[src/rtl/mem_pkg.sv]
// Shared definitions for the memory-to-writeback pipeline slice.
// Holds the access-width encodings, the exception vector type and the
// bit position used to report an address-alignment error.
package mem_pkg;

    // Access width encodings on mem_width_in (3 is treated as a word)
    localparam logic [1:0] W_BYTE = 2'd0;
    localparam logic [1:0] W_HALF = 2'd1;
    localparam logic [1:0] W_WORD = 2'd2;

    // Exception vector carried down the pipe
    typedef logic [6:0] exp_vec_t;

    // Bit of the exception vector that flags a misaligned access
    localparam int unsigned EXP_ALE = 3;

    // One-hot mask for the alignment-error bit
    function automatic exp_vec_t ale_mask(input logic ale);
        exp_vec_t m;
        m = 7'd0;
        m[EXP_ALE] = ale;
        return m;
    endfunction

endpackage

[src/rtl/load_align.sv]
// Combinational load alignment.
// Selects the addressed byte/half from the raw cache word, extends it to
// 32 bits (sign or zero), and reports whether the access is misaligned.
// Ports:
//   raw_i     - raw 32-bit cache read word
//   addr_lo_i - access address bits [1:0]
//   width_i   - access width (byte/half/word)
//   signed_i  - 1 = sign-extend, 0 = zero-extend
//   data_o    - aligned, extended load data
//   ale_o     - misaligned access for this width/offset
module load_align
    import mem_pkg::*;
(
    input  logic [31:0] raw_i,
    input  logic [1:0]  addr_lo_i,
    input  logic [1:0]  width_i,
    input  logic        signed_i,
    output logic [31:0] data_o,
    output logic        ale_o
);

    logic [7:0]  byte_s;
    logic [15:0] half_s;

    // Pick the addressed byte and half-word from the raw word
    always_comb begin
        byte_s = 8'd0;
        case (addr_lo_i)
            2'd0:    byte_s = raw_i[7:0];
            2'd1:    byte_s = raw_i[15:8];
            2'd2:    byte_s = raw_i[23:16];
            2'd3:    byte_s = raw_i[31:24];
            default: byte_s = 8'd0;
        endcase
        if (addr_lo_i[1]) begin
            half_s = raw_i[31:16];
        end else begin
            half_s = raw_i[15:0];
        end
    end

    // Extend the selected field and flag misalignment
    always_comb begin
        data_o = raw_i;
        ale_o  = 1'b0;
        case (width_i)
            W_BYTE: begin
                data_o = {{24{signed_i & byte_s[7]}}, byte_s};
                ale_o  = 1'b0;
            end
            W_HALF: begin
                data_o = {{16{signed_i & half_s[15]}}, half_s};
                ale_o  = addr_lo_i[0];
            end
            default: begin
                // Word (encodings 2 and 3): raw word, must be 4-byte aligned
                data_o = raw_i;
                ale_o  = (addr_lo_i != 2'd0);
            end
        endcase
    end

endmodule

[src/rtl/mem_wb_stage.sv]
// MEM2 -> WB pipeline register.
// Aligns/extends load data, raises the alignment exception, forms the
// register-file write request and keeps the LL/SC reservation bit.
// Ports:
//   clk, rstn            - clock, asynchronous active-low reset
//   stall, flush         - hold all registers / insert a bubble (flush wins)
//   in_valid ... cache_badv_in - instruction leaving the memory pipe
//   llbit_clr            - drop the reservation (acts even while stalled)
//   wb_*                 - registered writeback/exception request
//   llbit                - current reservation
module mem_wb_stage
    import mem_pkg::*;
(
    input  logic        clk,
    input  logic        rstn,
    input  logic        stall,
    input  logic        flush,
    input  logic        in_valid,
    input  logic        mem_en_in,
    input  logic        mem_write_in,
    input  logic        is_atom_in,
    input  logic [1:0]  mem_width_in,
    input  logic        signed_ext_in,
    input  logic [1:0]  addr_lo_in,
    input  logic [4:0]  mem_rd_in,
    input  logic [31:0] mem_data_in,
    input  logic [31:0] alu_data_in,
    input  logic [6:0]  mem_exp_in,
    input  logic [31:0] cache_badv_in,
    input  logic        llbit_clr,
    output logic        wb_valid,
    output logic        wb_we,
    output logic [4:0]  wb_rd,
    output logic [31:0] wb_data,
    output logic [6:0]  wb_exp,
    output logic [31:0] wb_badv,
    output logic        llbit
);

    logic [31:0] align_data_s;
    logic        ale_s;

    logic        valid_d, valid_q;
    logic        we_d, we_q;
    logic [4:0]  rd_d, rd_q;
    logic [31:0] data_d, data_q;
    exp_vec_t    exp_d, exp_q;
    logic [31:0] badv_d, badv_q;
    logic        llbit_d, llbit_q;

    logic        is_load_s, is_sc_s, is_ll_s, commit_s;

    load_align u_load_align (
        .raw_i     (mem_data_in),
        .addr_lo_i (addr_lo_in),
        .width_i   (mem_width_in),
        .signed_i  (signed_ext_in),
        .data_o    (align_data_s),
        .ale_o     (ale_s)
    );

    // Next-state for the writeback slot and the reservation bit
    always_comb begin
        is_load_s = mem_en_in & ~mem_write_in;
        is_sc_s   = mem_en_in & mem_write_in & is_atom_in;
        is_ll_s   = is_load_s & is_atom_in;

        valid_d = in_valid;
        rd_d    = mem_rd_in;
        // Alignment only matters for a real memory access
        exp_d   = mem_exp_in | ale_mask(in_valid & mem_en_in & ale_s);
        if (mem_exp_in != 7'd0) begin
            badv_d = cache_badv_in;
        end else begin
            badv_d = 32'd0;
        end

        // Plain stores are the only valid, exception-free case that never writes
        we_d = in_valid & (mem_rd_in != 5'd0) & (exp_d == 7'd0)
             & (is_load_s | is_sc_s | ~mem_en_in);

        if (!mem_en_in) begin
            data_d = alu_data_in;
        end else if (is_load_s) begin
            data_d = align_data_s;
        end else if (is_sc_s) begin
            // SC reports success from the reservation as it stands this cycle
            data_d = {31'd0, llbit_q};
        end else begin
            data_d = alu_data_in;
        end

        commit_s = in_valid & (exp_d == 7'd0) & ~stall & ~flush;

        if (llbit_clr) begin
            llbit_d = 1'b0;
        end else if (commit_s & is_ll_s) begin
            llbit_d = 1'b1;
        end else if (commit_s & is_sc_s) begin
            llbit_d = 1'b0;
        end else begin
            llbit_d = llbit_q;
        end
    end

    // Writeback slot register: flush clears, stall holds
    always_ff @(posedge clk or negedge rstn) begin
        if (!rstn) begin
            valid_q <= 1'b0;
            we_q    <= 1'b0;
            rd_q    <= 5'd0;
            data_q  <= 32'd0;
            exp_q   <= 7'd0;
            badv_q  <= 32'd0;
        end else if (flush) begin
            valid_q <= 1'b0;
            we_q    <= 1'b0;
            rd_q    <= 5'd0;
            data_q  <= 32'd0;
            exp_q   <= 7'd0;
            badv_q  <= 32'd0;
        end else if (!stall) begin
            valid_q <= valid_d;
            we_q    <= we_d;
            rd_q    <= rd_d;
            data_q  <= data_d;
            exp_q   <= exp_d;
            badv_q  <= badv_d;
        end
    end

    // Reservation bit: updates every cycle so llbit_clr works under stall
    always_ff @(posedge clk or negedge rstn) begin
        if (!rstn) begin
            llbit_q <= 1'b0;
        end else begin
            llbit_q <= llbit_d;
        end
    end

    assign wb_valid = valid_q;
    assign wb_we    = we_q;
    assign wb_rd    = rd_q;
    assign wb_data  = data_q;
    assign wb_exp   = exp_q;
    assign wb_badv  = badv_q;
    assign llbit    = llbit_q;

endmodule

[config.mk]
export PLATFORM = sky130hd
export DESIGN_NAME = mem_wb_stage
export DESIGN_NICKNAME = d
export VERILOG_FILES = /design/src/rtl/mem_pkg.sv /design/src/rtl/load_align.sv /design/src/rtl/mem_wb_stage.sv
export SDC_FILE = /design/constraint.sdc
export NUM_CORES = 1
export LEC_CHECK = 0
export BUFFER_PORTS_ARGS = -buffer_cell sky130_fd_sc_hd__buf_2
export CORE_MARGIN = 5
export CORE_UTILIZATION = 48
export CTS_BUF_LIST = sky130_fd_sc_hd__clkbuf_16
export DETAILED_ROUTE_END_ITERATION = 10
export PLACE_DENSITY = 0.81
export SKIP_LAST_GASP = 1
export SYNTH_ARGS = -nofsm -noshare
export SYNTH_HDL_FRONTEND = slang
export SYNTH_HIERARCHICAL = 1
export SYNTH_SLANG_ARGS = --single-unit
[constraint.sdc]
create_clock -name clk -period 1.2 [get_ports clk]
set_input_delay 0.24 -clock clk [delete_from_list [all_inputs] [get_ports clk]]
set_output_delay 0.24 -clock clk [all_outputs]
set_load 0.02 [all_outputs]
After elaboration in Yosys (flattened, before gate mapping)
Index checks and enable logic that the tools add are counted.

storage, ports and cells
  bits in read-only memories = 0
  memories kept = 0
  register bits after elaboration = 79
  output and inout port bits = 79
  bits in latches = 0
  input port bits = 122
  memory bits (writable) = 0
  logic and storage cells = 65

cells by class
  magnitude comparators = 0
  equality and inequality tests = 5
  multiplexer cells = 23
  shift operators = 0
  bitwise gates (word level) = 23
  reduce and logical (&&, ||, !) cells = 7
  multiply operators = 0
  add/subtract/negate cells = 0
  div/mod/pow operators = 0

operators by type and width
  cell                                                                    number
  32-bit two-way mux                                                      8
  32-bit case mux with 2 select lines                                     1
  8-bit case mux with 4 select lines                                      1
  1-bit bitwise AND                                                       16
  16-bit two-way mux                                                      1
  7-bit two-way mux                                                       2
  5-bit two-way mux                                                       2
  7-bit logical NOT                                                       1
  1-bit two-way mux                                                       7
  7-bit by 4-bit bitwise OR with 7-bit output                             1
  7-bit nonzero test                                                      1
  5-bit nonzero test                                                      1
  2-bit by 1-bit equality test with 1-bit output (second input constant)  2
  2-bit equality test (second input constant)                             2
  2-bit logical NOT                                                       2
  1-bit NOT                                                               4
  3-bit nonzero test                                                      1
  2-bit by 1-bit != test with 1-bit output (second input constant)        1
  1-bit bitwise OR                                                        2
  1-bit case mux with 2 select lines                                      1
  2-bit nonzero test                                                      1

Depth between registers and ports, before layout
Gate-level depths: netlist (run 1).

  word-level depth = 12
  gate-level depth with buffers = 9

Hierarchy
The synthesis (run 1) kept the hierarchy.

modules (own cells, without submodules)
  module        cells each  instances  area each (um^2)
  mem_wb_stage  426         1          3823.7
  load_align    137         1          848.3

Worst setup path before layout (run 1)
OpenSTA, ideal clock, no wires.

  path kind = input-to-reg
  from = in mem_width_in[0]
  to = reg data_q[29] (netlist: wb_data[29])
  path buffers = 2
  setup time = 0.104 ns
  setup slack = -0.528 ns
  cell stages on the path = 7
  data required time = 1.096 ns
  data arrival time = 1.624 ns
  cells stage by stage = or2_2 > buf_1 > o41a_4 > buf_6 > nand2_1 > a21oi_1 > a221oi_1

on the way
  longest elaborated chain between the ends = 6
  elaborated cells on any way between the ends = 7

RTL lines
  what                                                                                        line                 RTL
  from (decl)                                                                                 mem_wb_stage.sv:22   input logic [1:0] mem_width_in,
  2-bit by 1-bit equality test with 1-bit output / 2-bit logical NOT (equally long branches)  load_align.sv:46     case (width_i)
  32-bit case mux with 2 select lines (*)                                                     load_align.sv:46
  named net align_data_s[29]                                                                  mem_wb_stage.sv:40   logic [31:0] align_data_s;
  32-bit two-way mux (*)                                                                      mem_wb_stage.sv:84   end else if (is_load_s) begin
  32-bit two-way mux (*)                                                                      mem_wb_stage.sv:82   if (!mem_en_in) begin
  32-bit two-way mux (*)                                                                      mem_wb_stage.sv:122  end else if (!stall) begin
  32-bit two-way mux (*)                                                                      mem_wb_stage.sv:115  end else if (flush) begin
  to (signal assigned)                                                                        mem_wb_stage.sv:126  data_q <= data_d;
  to (decl)                                                                                   mem_wb_stage.sv:46   logic [31:0] data_d, data_q;

The timed path passes the listed nets; every way through them passes the cells marked *. The select of a mux whose other input is x is not followed.
A chain may end at the register's enable or synchronous reset.

Worst setup path after layout (run 1)
  from = in addr_lo_in[1]
  to = reg data_q[24] (netlist: wb_data[24])

on the way
  longest elaborated chain between the ends = 8
  elaborated cells on any way between the ends = 13

RTL lines
  what                                         line                 RTL
  from (decl)                                  mem_wb_stage.sv:24   input logic [1:0] addr_lo_in,
  2-bit equality test (tied with other cells)  load_align.sv:28     case (addr_lo_i)
  8-bit case mux with 4 select lines           load_align.sv:28
  1-bit bitwise AND                            load_align.sv:48     data_o = {{24{signed_i & byte_s[7]}}, byte_s};
  32-bit case mux with 2 select lines (*)      load_align.sv:46
  named net align_data_s[24]                   mem_wb_stage.sv:40
  32-bit two-way mux (*)                       mem_wb_stage.sv:84
  32-bit two-way mux (*)                       mem_wb_stage.sv:82
  32-bit two-way mux (*)                       mem_wb_stage.sv:122
  32-bit two-way mux (*)                       mem_wb_stage.sv:115

Marks and branches as above.

==> results of run 1 <==
-- routing by layer --
metal	GRT usage [%]	vias up	share of wire, %	wire length (microns)
met5	0	-	0	0
met4	13.1	0	4.5	763
met3	4.62	59	7.7	1320
met2	44.3	284	47	8110
met1	36.9	2544	41	6950
li1	-	2475	-	-
-- synth_stat cells (all sizes together) (2+ instances only) --
cell and number:
a211oi 7, a21oi 64, a221o 10, a221oi 31, buf 12, clkbuf 44, dfrtp 79, inv 43
mux2i 15, mux4 6, nand2 76, nand2b 2, nor2 24, nor2b 44, nor3 3, nor4 2
o21ai 77, o22ai 6, or2 2, or3 2, or4 2
-- cell type report --
| type | instances | area [sq um] | share of cell area, % |
|---|---|---|---|
| clock buffers | 9 | 225 | 3.12 |
| inverters | 43 | 161 | 2.23 |
| repair buffers | 297 | 1970 | 27.3 |
| well taps | 133 | 166 | 2.30 |
| clock inverters | 7 | 70.1 | 0.969 |
| multi-input cells | 386 | 2650 | 36.7 |
| flip-flops and latches | 79 | 1980 | 27.3 |
-- final timing paths --
path	cells past startpoint	slack, ps	startpoint	end
setup reg to reg	3	230	llbit$_DFFE_PN0P_	wb_data[0]$_DFFE_PN0P_
hold reg to reg	2	480	wb_we$_DFFE_PN0P_	wb_we$_DFFE_PN0P_
hold / removal	3	160	mem_rd_in[3]	wb_rd[3]$_DFFE_PN0P_
min in group asynchronous	2	380	rstn	wb_badv[1]$_DFFE_PN0P_
setup / recovery	8	-180	addr_lo_in[1]	wb_data[24]$_DFFE_PN0P_
max in group asynchronous	3	390	rstn	wb_data[8]$_DFFE_PN0P_
-- logic make-up after synthesis --
group | share of synthesized area [%]
buffers and inverters | 8.25
muxes | 6.35
DFF | 42.3
and+or+nand+nor | 16.8
AOI/OAI and AO/OA | 26.3
-- power by group --
group	internal, mW	switching (mW)
registers	2.82	0.0845
clock network	1.62	1.17
logic	0.903	1.13
-- flip-flops by register name, indices dropped and copies added, names as in the netlist --
register  cells
llbit         1
wb_data      32
wb_valid      1
wb_rd         5
wb_we         1
wb_exp        7
wb_badv      32
-- worst max-delay path: cells and delay by family --
kind                   cells  cell delay (ps)
AND/OR/NAND/NOR            2              520
multiplexers               1              120
AO/OA/AOI/OAI              3              500
buffers and inverters      2              240
-- stage by stage --
step	power, mW	TNS, ps
after floorplan	3.88	-14870
after global placement	4.68	-28130
after CTS	7.60	-3520
final	7.72	-4370
after global routing	8.04	-5830
after detailed placement	4.73	-30310
-- what timing repair did --
action	CTS	global route
gates resized for setup	40	57
setup endpoints to repair	42	46
pin swaps	35	28
gates cloned	1	0
hold buffers	1	0
endpoints found under the hold margin	21	0
buffers inserted	10	3
==> impl_metrics.csv, run 1 <==
group,metric,value,unit
run_status,status,"complete, but fails checks",
run_status,violations,"negative setup slack",
detailed_routing,drt_pass1_iterations,5,
clocking,cts_buffers,9,
layout,layout_common_cells,"193 x buf_2, 79 x dfrtp_1, 76 x buf_4",
grt,grt_pass1_vias,5217,
grt,grt_pass1_wl,26.0,mm
power,power_density,1070,mW/mm^2
floorplan,die_w,109,microns
logic_synthesis,synthArstFlopShare,100,%
logic_synthesis,ys_seq_area_share,42.3,%
clocking,cts_tree,"yes",
sta,final_hold_viol_count,0,
layout,final_common_cell,"buf_2",
floorplan,die_area,0.0118,sq mm
logic_synthesis,synth_area,0.00467,sq mm
power,vdd_ir_drop_max,641,uV
critical_path,crit_path_start_kind,"input port",
min_path,hp-class,"in2reg",
job,cap_violations,0,
critical_path,crit_fanout,8,
critical_path,cp_slowest_cell,"or3b_4",
layout,fin_area,0.00723,sq mm
place,dp_hpwl,11.9,mm
clocking,cts_buffer_depth,2,
logic_synthesis,yosysTopAreaCellShare,42.3,%
logic_synthesis,synth_nets,685,
critical_path,cp-end-kind,"register",
floorplan,coreArea,0.00964,sq mm
grt,grt_start_max_net_pins,62,
place,dp_cells,925,
logic_synthesis,ys_warn_count,6,
detailed_routing,wl_per_cell,18.0,microns
logic_synthesis,synth_flop_cell,"dfrtp_1",
layout,n_antenna_cell,0,
logic_synthesis,synth_area_leaders,"dfrtp_1 42%, o21ai_0 8.2%, a21oi_1 6.9%, nand2_1 6.1%, nor2b_1 5.9%",
sta,final.min_clock_period,1380,ps
sta,setup_viol,32,
grt,grt_antenna_before_repair,0,
place,place_area,0.00641,sq mm
layout,final_cells,954,
detailed_routing,drc,0,
logic_synthesis,yosysTopAreaCell,"dfrtp_1",
floorplan,dieHeight,109,microns
critical_path,cp_slowest_stage_delay,420,ps
layout,drive_above_1_share,46.8,%
place,dp_worst_setup_slack,-705,ps
grt,grt_util_all_layers,27.7,%
critical_path,path_class,"in2reg",
clocking,htree_levels,3,
floorplan,initial_core_util,48.5,%
detailed_routing,wirelength,17.1,mm
clocking,clock-sinks,79,
detailed_routing,antenna_left,0,
sta,clock.fmax,723,MHz
detailed_routing,drt_iter0_drc,417,
logic_synthesis,synth_edf_count,0,
logic_synthesis,synth_seq_cells,79,
layout,fin_util,75.0,%
sta,worst_pin_slew,530,ps
sta,hold_ws,163,ps
floorplan,rows,36,
clocking,cts_root_buffer,"clkbuf_16",
detailed_routing,vias_per_cell,5.62,
layout,syn2layout_area_growth,54.7,%
critical_path,cp.required,1430,ps
sta,setup_ws,-183,ps
layout,fillCellCount,718,
place,port_buffers,200,
detailed_routing,via_count,5362,
place,routabilityCongestion,0.942,
logic_synthesis,avgSynthCellArea,8.30,sq um
critical_path,path_cells,"buf_12, buf_6, mux2i_1, or3b_4, o41a_4, nand2_1, a21oi_1, a221oi_1",
power,p_leak,3.59,nW
clocking,clock_latency,330,ps
sta,drv_slew,0,
logic_synthesis,synth_cells,563,
logic_synthesis,synth_cell_types,36,
layout,final_nets,938,
critical_path,arrival,1610,ps
sta,period_share,115,%
sta,rsz0062_at_grt,"yes",
grt,globalRoute.totalOverflow,0,
floorplan,pin_count,201,
sta,relSlewSlack,64.6,%
clocking,clk_pin_slew,60,ps
sta,fin_skew,1.49,ps
Note: power is estimated with default switching activity, not from simulation.
==> run 2, diff against run 1 <==
--- a/config.mk
+++ b/config.mk
@@ -7,10 +7,10 @@
 export LEC_CHECK = 0
 export BUFFER_PORTS_ARGS = -buffer_cell sky130_fd_sc_hd__buf_2
 export CORE_MARGIN = 5
-export CORE_UTILIZATION = 48
-export CTS_BUF_LIST = sky130_fd_sc_hd__clkbuf_16
+export CORE_UTILIZATION = 50
+export CTS_BUF_LIST = sky130_fd_sc_hd__clkbuf_8
 export DETAILED_ROUTE_END_ITERATION = 10
-export PLACE_DENSITY = 0.81
+export PLACE_DENSITY = 0.83
 export SKIP_LAST_GASP = 1
 export SYNTH_ARGS = -nofsm -noshare
 export SYNTH_HDL_FRONTEND = slang
==> impl_metrics.csv, run 2 (same netlist as run 1, synthesis figures left out) <==
group,metric,value,unit
place,dp_hpwl,12.3,mm
floorplan,coreArea,0.00920,sq mm
run_status,status,"complete, but fails checks",
power,power_density,1030,mW/mm^2
clocking,clock-sinks,79,
grt,grt_pass1_wl,26.5,mm
clocking,clock_latency,350,ps
critical_path,reg2reg_to,"wb_data[0]$_DFFE_PN0P_",
min_path,min_path_cells,3,
detailed_routing,wirelength,16.8,mm
floorplan,die_w,107,microns
detailed_routing,drt_pass1_iterations,5,
floorplan,die_area,0.0114,sq mm
min_path,hp-class,"in2reg",
sta,rsz0062_at_grt,"yes",
critical_path,arrival,1700,ps
power,vdd_ir_drop_max,722,uV
grt,grt_start_max_net_pins,52,
critical_path,cp_slowest_stage_delay,310,ps
critical_path,cp-end-kind,"register",
place,place_area,0.00636,sq mm
floorplan,dieHeight,107,microns
sta,drv_slew,0,
clocking,cts_root_buffer,"clkbuf_8",
sta,setup_viol,33,
critical_path,path_class,"in2reg",
clocking,htree_levels,3,
critical_path,startpoint,"addr_lo_in[0]",
layout,fillCellCount,680,
detailed_routing,wl_per_cell,18.0,microns
sta,period_share,121,%
grt,grt_util_all_layers,28.8,%
grt,grt_pass1_vias,5349,
place,port_buffers,200,
power,p_leak,3.49,nW
job,cap_violations,0,
sta,worst_pin_slew,344,ps
critical_path,path_cells,"buf_8, nor3b_2, a21o_2, nor4_4, buf_4, a221o_1, a21oi_1, a221oi_1",
grt,grt_antenna_before_repair,0,
grt,globalRoute.totalOverflow,0,
sta,setup_ws,-249,ps
layout,syn2layout_area_growth,47.5,%
critical_path,r2r_start,"llbit$_DFFE_PN0P_",
clocking,cts_buffers,9,
layout,n_antenna_cell,0,
layout,final_nets,936,
layout,final_common_cell,"buf_2",
detailed_routing,drt_iter0_drc,403,
critical_path,r2r_setup_slack,230,ps
detailed_routing,drc,0,
detailed_routing,antenna_left,0,
layout,drive_above_1_share,43.6,%
min_path,min_from,"mem_exp_in[1]",
sta,hold_ws,132,ps
critical_path,crit_path_start_kind,"input port",
sta,fin_skew,4.93,ps
clocking,cts_tree,"yes",
sta,final_hold_viol_count,0,
floorplan,rows,35,
sta,relSlewSlack,77.0,%
detailed_routing,vias_per_cell,5.69,
clocking,clk_pin_slew,90,ps
critical_path,crit_fanout,4,
critical_path,cp_slowest_cell,"nor4_4",
sta,clock.fmax,690,MHz
layout,fin_area,0.00689,sq mm
place,routabilityCongestion,0.925,
floorplan,initial_core_util,50.8,%
min_path,holdPathEnd,"wb_exp[1]$_DFFE_PN0P_",
run_status,violations,"negative setup slack",
detailed_routing,via_count,5296,
critical_path,rr_worst_depth,3,
floorplan,pin_count,201,
critical_path,cp.required,1450,ps
layout,layout_common_cells,"190 x buf_2, 87 x buf_4, 79 x dfrtp_1",
clocking,cts_buffer_depth,2,
sta,final.min_clock_period,1450,ps
## run 2: cell type report
type                    count  area, sq um  share of cell area [%]
multi-input cells         386         2500                    36.3
flip-flops and latches     79         1980                    28.7
repair buffers            295         1890                    27.4
well taps                 111          139                    2.02
clock buffers               9          124                    1.80
clock inverters             7          103                    1.49
inverters                  43          161                    2.34
## run 2: how the worst max path moves through the flow
stage	end	slack [ps]	cells past startpoint
2_1_floorplan	llbit$_DFFE_PN0P_	-410	7
3_3_place_gp	wb_data[11]$_DFFE_PN0P_	-580	8
3_5_place_dp	wb_data[14]$_DFFE_PN0P_	-660	8
4_1_cts	wb_data[11]$_DFFE_PN0P_	-180	8
5_1_grt	wb_data[8]$_DFFE_PN0P_	-260	8
6_report	wb_data[12]$_DFFE_PN0P_	-250	8
## run 2: layer usage
metal  up-vias  routed length [microns]  GRT usage [%]
li1       2473                        -              -
met1      2547                     6650           34.6
met2       226                     8310           49.7
met3        50                     1160           6.50
met4         0                      641           12.2
met5         -                        0              0
## run 2: what timing repair did
| item | in CTS | in global routing |
|---|---|---|
| resized for setup | 39 | 13 |
| pin swaps | 18 | 11 |
| hold buffers | 1 | 0 |
| endpoints found under the hold margin | 15 | 0 |
| cloned | 2 | 0 |
| setup endpoints to repair | 35 | 42 |
| buffers inserted | 0 | 7 |
## run 2: critical path: cells and delay by family
kind	cells	cell delay (ps)
AO/OA/AOI/OAI	4	700
buffers and inverters	2	300
AND/OR/NAND/NOR	2	450
## run 2: power by group
group	switching [mW]	internal [mW]	leakage, nW
logic	1.05	0.848	2.33
registers	0.0896	2.82	1.05
clock network	1.08	1.20	0.116
## run 2: per-stage QoR
stage               power [mW]  cells  util [%]  setup TNS [ps]  setup slack, ps
floorplan                 3.88    563         -          -14870             -408
global placement          4.65    905      69.1          -27680             -576
detailed placement        4.71    905      69.1          -30500             -658
CTS                       7.07    924      74.0           -3350             -180
global route              7.43    930      74.9           -6220             -263
finish                    7.09    930      74.9           -4640             -249
